## config.mk

```make
export PLATFORM = sky130hd
export DESIGN_NAME = wb_std2pipe_bridge
export DESIGN_NICKNAME = d
export VERILOG_FILES = /design/src/rtl/wb_bridge_pkg.sv /design/src/rtl/wb_bridge_timer.sv /design/src/rtl/wb_std2pipe_bridge.sv
export SDC_FILE = /design/constraint.sdc
export NUM_CORES = 1
export LEC_CHECK = 0
export CAP_MARGIN = 30
export CELL_PAD_IN_SITES_DETAIL_PLACEMENT = 2
export CELL_PAD_IN_SITES_GLOBAL_PLACEMENT = 2
export CORE_MARGIN = 2
export CORE_UTILIZATION = 28
export DETAILED_ROUTE_END_ITERATION = 16
export PLACE_DENSITY = 0.91
export SLEW_MARGIN = 20
export SYNTH_ARGS = -nofsm -noshare
export SYNTH_HDL_FRONTEND = slang
export SYNTH_SLANG_ARGS = --single-unit
```

## constraint.sdc

```tcl
create_clock -name clk -period 2.8 [get_ports clk]
set_clock_uncertainty 0.05 [all_clocks]
set_input_delay 0.56 -clock clk [delete_from_list [all_inputs] [get_ports clk]]
set_output_delay 0.56 -clock clk [all_outputs]
set_load 0.03 [all_outputs]
```

## src/rtl/wb_bridge_pkg.sv

```systemverilog
// Shared definitions for the standard-to-pipelined Wishbone bridge.
package wb_bridge_pkg;

  typedef enum logic [1:0] {
    ST_IDLE = 2'd0,
    ST_REQ  = 2'd1,
    ST_WAIT = 2'd2,
    ST_RESP = 2'd3
  } state_e;

  // Slave-response limit in cycles used when the instantiation does not override it
  localparam int unsigned DEFAULT_TIMEOUT = 255;

endpackage

```

## src/rtl/wb_bridge_timer.sv

```systemverilog
// Slave-response timer: counts busy cycles since the request was issued and
// flags the cycle in which the count would reach TIMEOUT.
module wb_bridge_timer #(
  parameter int unsigned TIMEOUT = 255
) (
  input  logic clk,
  input  logic rst_n,
  input  logic clear_i,
  input  logic enable_i,
  output logic expired_o
);

  localparam int unsigned CW = $clog2(TIMEOUT + 1);

  logic [CW-1:0] cnt_q;
  logic [CW-1:0] cnt_d;

  // Clear wins over count so a new request always starts from zero
  always_comb begin
    cnt_d = cnt_q;
    if (clear_i) begin
      cnt_d = '0;
    end else if (enable_i) begin
      cnt_d = cnt_q + CW'(1);
    end
  end

  // Counter register
  always_ff @(posedge clk or negedge rst_n) begin
    if (!rst_n) begin
      cnt_q <= '0;
    end else begin
      cnt_q <= cnt_d;
    end
  end

  // Expiry is flagged one count early so the FSM leaves exactly TIMEOUT cycles after entering REQ
  assign expired_o = enable_i && (cnt_q == CW'(TIMEOUT - 1));

endmodule

```

## src/rtl/wb_std2pipe_bridge.sv

```systemverilog
// Bridges a standard-mode Wishbone master onto a pipelined-mode Wishbone slave,
// one transaction at a time, with optional slave-response timeout.
//
// state   | meaning
// --------+-------------------------------------------------------------
// IDLE    | no request; waiting for m_cyc & m_stb
// REQ     | s_cyc/s_stb asserted with the latched request until accepted
// WAIT    | request accepted (s_stb low), waiting for s_ack / s_err
// RESP    | one-cycle m_ack or m_err pulse back to the master
module wb_std2pipe_bridge
  import wb_bridge_pkg::*;
#(
  parameter int unsigned AW      = 32,
  parameter int unsigned DW      = 32,
  parameter int unsigned TIMEOUT = DEFAULT_TIMEOUT
) (
  input  logic            clk,
  input  logic            rst_n,
  // standard-mode master side
  input  logic            m_cyc,
  input  logic            m_stb,
  input  logic            m_we,
  input  logic [AW-1:0]   m_adr,
  input  logic [DW/8-1:0] m_sel,
  input  logic [DW-1:0]   m_dat_i,
  output logic            m_ack,
  output logic            m_err,
  output logic [DW-1:0]   m_dat_o,
  // pipelined-mode slave side
  output logic            s_cyc,
  output logic            s_stb,
  output logic            s_we,
  output logic [AW-1:0]   s_adr,
  output logic [DW/8-1:0] s_sel,
  output logic [DW-1:0]   s_dat_o,
  input  logic            s_stall,
  input  logic            s_ack,
  input  logic            s_err,
  input  logic [DW-1:0]   s_dat_i
);

  state_e          state_q;
  logic            m_ack_q;
  logic            m_err_q;
  logic            s_cyc_q;
  logic            s_stb_q;
  logic            we_q;
  logic [AW-1:0]   adr_q;
  logic [DW/8-1:0] sel_q;
  logic [DW-1:0]   wdat_q;
  logic [DW-1:0]   rdat_q;

  logic to_clear;
  logic to_en;
  logic to_expired;

  assign to_clear = (state_q == ST_IDLE) && m_cyc && m_stb;
  assign to_en    = (state_q == ST_REQ) || (state_q == ST_WAIT);

  if (TIMEOUT > 0) begin : g_timer
    wb_bridge_timer #(.TIMEOUT(TIMEOUT)) u_timer (
      .clk       (clk),
      .rst_n     (rst_n),
      .clear_i   (to_clear),
      .enable_i  (to_en),
      .expired_o (to_expired)
    );
  end else begin : g_no_timer
    assign to_expired = 1'b0;
  end

  // Transaction sequencing; abort beats slave response, which beats timeout
  always_ff @(posedge clk or negedge rst_n) begin
    if (!rst_n) begin
      state_q <= ST_IDLE;
      m_ack_q <= 1'b0;
      m_err_q <= 1'b0;
      s_cyc_q <= 1'b0;
      s_stb_q <= 1'b0;
      we_q    <= 1'b0;
      adr_q   <= '0;
      sel_q   <= '0;
      wdat_q  <= '0;
      rdat_q  <= '0;
    end else begin
      m_ack_q <= 1'b0;
      m_err_q <= 1'b0;
      case (state_q)
        ST_IDLE: begin
          if (m_cyc && m_stb) begin
            we_q    <= m_we;
            adr_q   <= m_adr;
            sel_q   <= m_sel;
            wdat_q  <= m_dat_i;
            s_cyc_q <= 1'b1;
            s_stb_q <= 1'b1;
            state_q <= ST_REQ;
          end
        end
        ST_REQ: begin
          if (!m_cyc) begin
            s_cyc_q <= 1'b0;
            s_stb_q <= 1'b0;
            state_q <= ST_IDLE;
          end else if (!s_stall && (s_ack || s_err)) begin
            rdat_q  <= s_dat_i;
            m_ack_q <= s_ack;
            m_err_q <= !s_ack;
            s_cyc_q <= 1'b0;
            s_stb_q <= 1'b0;
            state_q <= ST_RESP;
          end else if (to_expired) begin
            m_err_q <= 1'b1;
            s_cyc_q <= 1'b0;
            s_stb_q <= 1'b0;
            state_q <= ST_RESP;
          end else if (!s_stall) begin
            s_stb_q <= 1'b0;
            state_q <= ST_WAIT;
          end
        end
        ST_WAIT: begin
          if (!m_cyc) begin
            s_cyc_q <= 1'b0;
            state_q <= ST_IDLE;
          end else if (s_ack || s_err) begin
            rdat_q  <= s_dat_i;
            m_ack_q <= s_ack;
            m_err_q <= !s_ack;
            s_cyc_q <= 1'b0;
            state_q <= ST_RESP;
          end else if (to_expired) begin
            m_err_q <= 1'b1;
            s_cyc_q <= 1'b0;
            state_q <= ST_RESP;
          end
        end
        ST_RESP: begin
          state_q <= ST_IDLE;
        end
        default: begin
          s_cyc_q <= 1'b0;
          s_stb_q <= 1'b0;
          state_q <= ST_IDLE;
        end
      endcase
    end
  end

  assign m_ack   = m_ack_q;
  assign m_err   = m_err_q;
  assign m_dat_o = rdat_q;
  assign s_cyc   = s_cyc_q;
  assign s_stb   = s_stb_q;
  assign s_we    = we_q;
  assign s_adr   = adr_q;
  assign s_sel   = sel_q;
  assign s_dat_o = wdat_q;

endmodule
```

### Yosys cells after proc, flatten, opt, wreduce, memory -nomap -nowiden

Cells that the tools add are included.

| storage, ports and cells | value |
|---|---|
| flip-flop bits (word level) | 115 |
| latch bits | 0 |
| bits in writable memories | 0 |
| ROM bits | 0 |
| bits of input ports | 108 |
| output and inout bits | 105 |
| logic and storage cells | 81 |
| memories | 0 |

| operators by class | value |
|---|---|
| add/subtract/negate cells | 1 |
| multipliers | 0 |
| divide/modulo/power cells | 0 |
| order comparisons | 0 |
| equal/unequal tests | 11 |
| shift-type cells | 0 |
| mux-type cells | 39 |
| bitwise logic cells | 0 |
| reduce and logical (&&, ||, !) cells | 19 |

Operators with widths:

| cell | count |
|---|---|
| 32-bit two-way mux | 4 |
| 32-bit one-hot mux with 2 select lines | 1 |
| 1-bit two-way mux | 19 |
| 2-bit two-way mux | 8 |
| 8-bit two-way mux | 2 |
| 8-bit by 1-bit adder with 8-bit output, second input constant | 1 |
| 8-bit equality test, second input constant | 1 |
| 2-bit one-hot mux with 4 select lines | 1 |
| 2-bit by 1-bit != test with 1-bit output, second input constant | 3 |
| 1-bit one-hot mux with 2 select lines | 3 |
| 3-bit AND reduction | 2 |
| 2-bit nonzero test | 3 |
| 1-bit logical AND | 5 |
| 5-bit by 3-bit != test with 1-bit output, second input constant | 1 |
| 5-bit AND reduction | 1 |
| 2-bit equality test, second input constant | 2 |
| 2-bit != test, second input constant | 2 |
| 4-bit by 2-bit != test with 1-bit output, second input constant | 1 |
| 2-bit AND reduction | 2 |
| 1-bit one-hot mux with 3 select lines | 1 |
| 3-bit nonzero test | 1 |
| 2-bit by 1-bit equality test with 1-bit output, second input constant | 1 |
| 1-bit zero test | 2 |
| 2-bit zero test | 1 |
| 1-bit logical OR | 2 |

### Logic depth before layout (Yosys ltp)

| logic depth | value |
|---|---|
| depth in word-level cells | 7 |
| depth in mapped cells | 8 |
| gate-level depth less buffers | 6 |

### By module

A second synthesis with hierarchy kept.

| unflattened totals | value |
|---|---|
| cell total of the unflattened synthesis | 298 |
| area total of the unflattened synthesis | 4561.9 um^2 |

By module, submodules not included:

| module | instances | cells each | area an instance (um^2) | seq. area each (um^2) |
|---|---|---|---|---|
| wb_std2pipe_bridge | 1 | 257 | 4150.2 | 2677.6 |
| wb_bridge_timer | 1 | 41 | 411.6 | 200.2 |

### Least setup slack after synthesis

Ideal clock, no wire load.

| timing path | value |
|---|---|
| path kind | register to register |
| from | register state_q[0] |
| to | register state_q[0] |
| setup time | 126 ps |
| arrival time | 1608 ps |
| required time | 2624 ps |
| setup slack | 1016 ps |
| stages on the path, launching flop included | 8 |
| path buffers | 1 |
| clock period less this slack | 1784 ps |
| cells stage by stage | dfrtp_1 > inv_1 > ha_1 > buf_2 > nand4_1 > o21ai_1 > nor2_1 > o32a_1 |

| between the ends | value |
|---|---|
| word-level cells in the longest chain between the ends | 7 |
| elaborated cells on any way between the ends | 14 |
| those cells by class | eq/ne: 6; mux: 4; reduce/logical: 4 |

RTL lines:

| element | line | RTL |
|---|---|---|
| from (decl) | wb_std2pipe_bridge.sv:42 | `state_e state_q;` |
| from (signal assigned) | wb_std2pipe_bridge.sv:75 | `state_q <= ST_IDLE;` |
| from (signal assigned) | wb_std2pipe_bridge.sv:97 | `state_q <= ST_REQ;` |
| from (signal assigned) | wb_std2pipe_bridge.sv:104 | `state_q <= ST_IDLE;` |
| 2-bit by 1-bit equality test with 1-bit output / 2-bit equality test (equally long branches) | wb_std2pipe_bridge.sv:58, wb_std2pipe_bridge.sv:88 |  |
| 1-bit logical OR | wb_std2pipe_bridge.sv:58 | `assign to_en = (state_q == ST_REQ) \|\| (state_q == ST_WAIT);` |
| 1-bit logical AND | wb_bridge_timer.sv:38 | `assign expired_o = enable_i && (cnt_q == CW'(TIMEOUT - 1));` |
| 2-bit two-way mux | wb_std2pipe_bridge.sv:112 | `end else if (to_expired) begin` |
| 2-bit two-way mux | wb_std2pipe_bridge.sv:105 | `end else if (!s_stall && (s_ack \|\| s_err)) begin` |
| 2-bit two-way mux | wb_std2pipe_bridge.sv:101 | `if (!m_cyc) begin` |
| 2-bit one-hot mux with 4 select lines | wb_std2pipe_bridge.sv:88 | `case (state_q)` |

Parallel ways exist; a longest one is shown, timed or not.
A chain may end at the register's enable or synchronous reset.

### Worst setup path after layout

Same ends and word-level chain as after synthesis.

==> run summary <==
The flow ran to the end, and the final reports show no timing, DRC or antenna violations. The run gives 46 as the number of standard-cell rows in the floorplan. The post-synthesis mux area share works out to 0.2512. Setup repair after global routing left no endpoint under its margin. Cell at the root of the clock tree: clkbuf_16.

Buffers inserted during clock tree synthesis total 17. The cell family contributing the most delay on the critical path is compound AO/OA/AOI/OAI gates. The number of nets in the synthesized netlist is 413.

Based on the critical path, the design can be clocked at up to 461.6 MHz. Share of synthesized flip-flops with an asynchronous set or reset: 1.000. The horizontal die dimension works out to 131.7 um.

The run gives 0 as the remaining global-route overflow. The detailed router placed 3363 vias in this run. After synthesis, the cell types taking the most area are dfrtp_1, mux2_2, mux2_1. In this run the tool buffered the top-level ports with 212 buffer cells.

The clock drives 115 sinks. The fraction of the mapped netlist area in compound gates works out to 0.02849. For the initial antenna violation count, the log shows 0.

The tools report the cell leakage power as 3.090 nW. Counting flops and latches in the post-synthesis netlist gives 115. In the synthesized netlist the dominant register cell turns out to be dfrtp_1. The number of gates resized after CTS was 0. The share of the yosys chip area belonging to registers is 0.6301, and the placer congestion estimate is 0.7554.

The iteration-0 DRC count of the detailed router came out at 105. Setup total negative slack on the finished layout was measured at 0 ns. The die covers 0.01735 mm2. Traced cell by cell, the critical path runs through inv_1 > ha_1 > nand4_1 > o21ai_1 > nor2_1 > o32a_1. The adder and majority gate portion of the synthesized area works out to 0.01644. 213 I/O pins were placed. The die span in y is 131.7 um, and the starting utilization of the core area is 0.2875.

At the later pin of the worst-skew pair, clock insertion delay measures 0.40 ns. The first global-routing pass estimated 23190 um of wire. The max-cap violation count is 0. The area share of the leading cell type in the synthesized netlist works out to 0.6301. The transition time at the pin with the least slew margin came out at 0.5739 ns. The worst register-to-register path begins at state_q[0].

Setup violations remaining at the end of the flow were counted as 0. The worst-case IR drop observed on VDD is 0.6690 mV. The final layout contains 635 nets.

Synthesis instantiated 32 different standard cells from the library. By area, the combinational part of the netlist is dominated by multiplexers. The worst-case clock buffer depth was 2; the number of optimization iterations in the first detailed-route pass was 4. The repair_antennas step left the layout with diodes totalling 0. The number of hold buffers added after cts was 0.

The run gives 0 as the total setup buffers inserted after CTS. Clock-pin slew was measured on the worst setup and hold paths at 0.06 ns. The cell area power density is 1323 mW/mm2, and the via count of the first global-routing pass is 3990.

The worst slew margin relative to its limit was 0.6174; the count of flip-flops with a built-in enable after synthesis was 0. The tools report the all-layer global routing usage as 0.1740. For this run, the slowest stage of the critical path takes 0.51 ns. Data on the critical path is required at its endpoint by 3.03 ns. Maximum net fanout on the critical path: 9. The kind of start point of the critical path was a flop. Final hold violation count: 0. The final hold slack was 0.09608 ns; the endpoint arrival time on the critical path was 2.40 ns. Dividing the detail-routed via count by the number of cells gives 4.490. TritonCTS built the clock tree.

The worst register-to-register path ends at state_q[0]. The number of buffers and inverters on the critical path was 1. The leading area contributor after synthesis is dfrtp_1. The detail-routed net length per standard cell is 19.58 um, and the fraction of final layout cells with drive strength greater than 1 is 0.2458. For the remaining antenna violation count after routing, the log shows 0. After synthesis, the mean cell area works out to 15.27 um2. In the synthesized netlist, the number of instances is 299. The post-route fraction of the period consumed by the critical path was 0.7738. The commonest cells after synthesis are dfrtp_1, mux2_2, nor2_1. The path class of the tightest hold or removal check is in2async.

The cell area that synthesis handed to floorplanning was 0.004567 mm2. After floorplanning, the core was sized to cover 0.01589 mm2. The tools report the number of levels the H-tree was split into as 4.

From synthesis to final layout, the design area changed by 64.88%. The critical path depth in cells is 6, and the number of warning messages in the yosys log is 0. STA classifies the critical path endpoint as a flop. The final layout contains routed wiring with a total length of 14670 um. Simple logic cell fraction of the synthesized area: 0.03671.

The remaining design rule violation count is 0. Once detailed placement completed, the half-perimeter wirelength came to 10920 um. By instance count, the leading cell after synthesis is dfrtp_1.

The final-report max-slew violation count came out at 0. The setup check on the worst reg-to-reg path leaves a slack of 0.63 ns. Entering global routing, the biggest net connects 79 pins. Xor/xnor share of the synthesized area: 0.009589.

The clock period could shrink to 2.167 ns. On the critical path, the stage with the largest delay is an instance of ha_1. The number of cell instances on the worst register-to-register path was 6. The critical path start-end classification is reg2reg.
[through the flow]
stage | total power [mW] | cells | util | cell area (um2) | setup WS (ns)
final | 9.965 | 749 | 0.4740 | 7530 | 0.6335
after global routing | 10.46 | 749 | 0.4740 | 7530 | 0.4800
after CTS | 10.12 | 749 | 0.4740 | 7530 | 0.6101
after detailed placement | 7.826 | 718 | 0.4360 | 6927 | 0.3861
after global placement | 7.544 | 718 | 0.4360 | 6927 | 0.4742
after floorplan | 5.595 | 299 | - | 4567 | 1.016
[registers in the layout, summed over array words and instances (netlist names)]
name and cells:
s_we 1, s_adr 32, m_ack 1, m_err 1, s_cyc 1, m_dat_o 32, s_stb 1, s_dat_o 32
s_sel 4, state_q 2, g_timer.u_timer.cnt_q 8
[cell families (layout without fill, tap and decap cells)]
group / after synthesis / count (layout)
fa+ha+maj: 6 / 6
simple gates: 33 / 33
buf+inv: 19 / 253
compound gates: 19 / 19
flops: 115 / 115
xor+xnor: 5 / 5
mux: 102 / 102
[layout by cell type (no fill, tap or decap), types with 2 or more instances in the layout]
cell type / netlist / routed
o21a_1: 2 / 2
xnor2_1: 2 / 2
dfrtp_1: 115 / 115
ha_1: 6 / 6
bufinv_16: 0 / 3
clkbuf_8: 0 / 3
a21boi_0: 2 / 2
o21ai_0: 4 / 4
mux2_2: 94 / 94
a21oi_1: 3 / 3
nand3_1: 2 / 2
clkdlybuf4s50_1: 0 / 211
nand2_1: 7 / 7
mux2_1: 7 / 7
nor2_1: 12 / 12
nor3_1: 2 / 2
clkbuf_1: 0 / 2
clkbuf_16: 0 / 17
clkinv_2: 0 / 3
buf_12: 0 / 3
clkinvlp_4: 0 / 2
nand4_1: 4 / 4
buf_4: 0 / 2
or3_1: 2 / 2
inv_1: 6 / 6
xor2_1: 3 / 3
[layer usage]
layer | part of all wire | up-vias | track usage
li1 | - | 1503 | -
met1 | 0.38 | 1691 | 0.1850
met2 | 0.53 | 151 | 0.3185
met3 | 0.070 | 18 | 0.06366
met4 | 0.015 | 0 | 0.05797
met5 | 0 | - | 0
[how the worst max path moves through the flow]
stage | endpoint | slack [ns] | startpoint
final | state_q[0] | 0.63 | state_q[0]
after global placement | s_adr[16] | 0.47 | m_cyc
after detailed placement | s_dat_o[22] | 0.39 | m_cyc
after global routing | state_q[0] | 0.48 | state_q[0]
after CTS | state_q[0] | 0.61 | state_q[0]
after floorplan | state_q[0] | 1.02 | state_q[0]
[worst register-to-register path, cell delays in order (launching register included)]
cell     delay (ns)
dfrtp_1        0.40
inv_1          0.08
ha_1           0.51
nand4_1        0.25
o21ai_1        0.30
nor2_1         0.11
o32a_1         0.35
[final cells by class]
type	count	area [um2]
inverter	6	22.52
tap	216	270.3
timing repair buffer	216	2187
fill	1543	8356
sequential	115	2878
clock inverter	9	128.9
multi-input combinational	165	1569
clock buffer	22	474.2
[power by group]
| group | switching [mW] | total, mW | internal, mW | leakage (nW) |
|---|---|---|---|---|
| clock | 0.750 | 2.21 | 1.46 | 0.292 |
| sequential | 0.490 | 2.97 | 2.48 | 1.38 |
| combinational | 2.58 | 4.78 | 2.20 | 1.42 |
| total | 3.83 | 9.97 | 6.14 | 3.09 |
No activity file was read; power rests on OpenSTA's default activity.
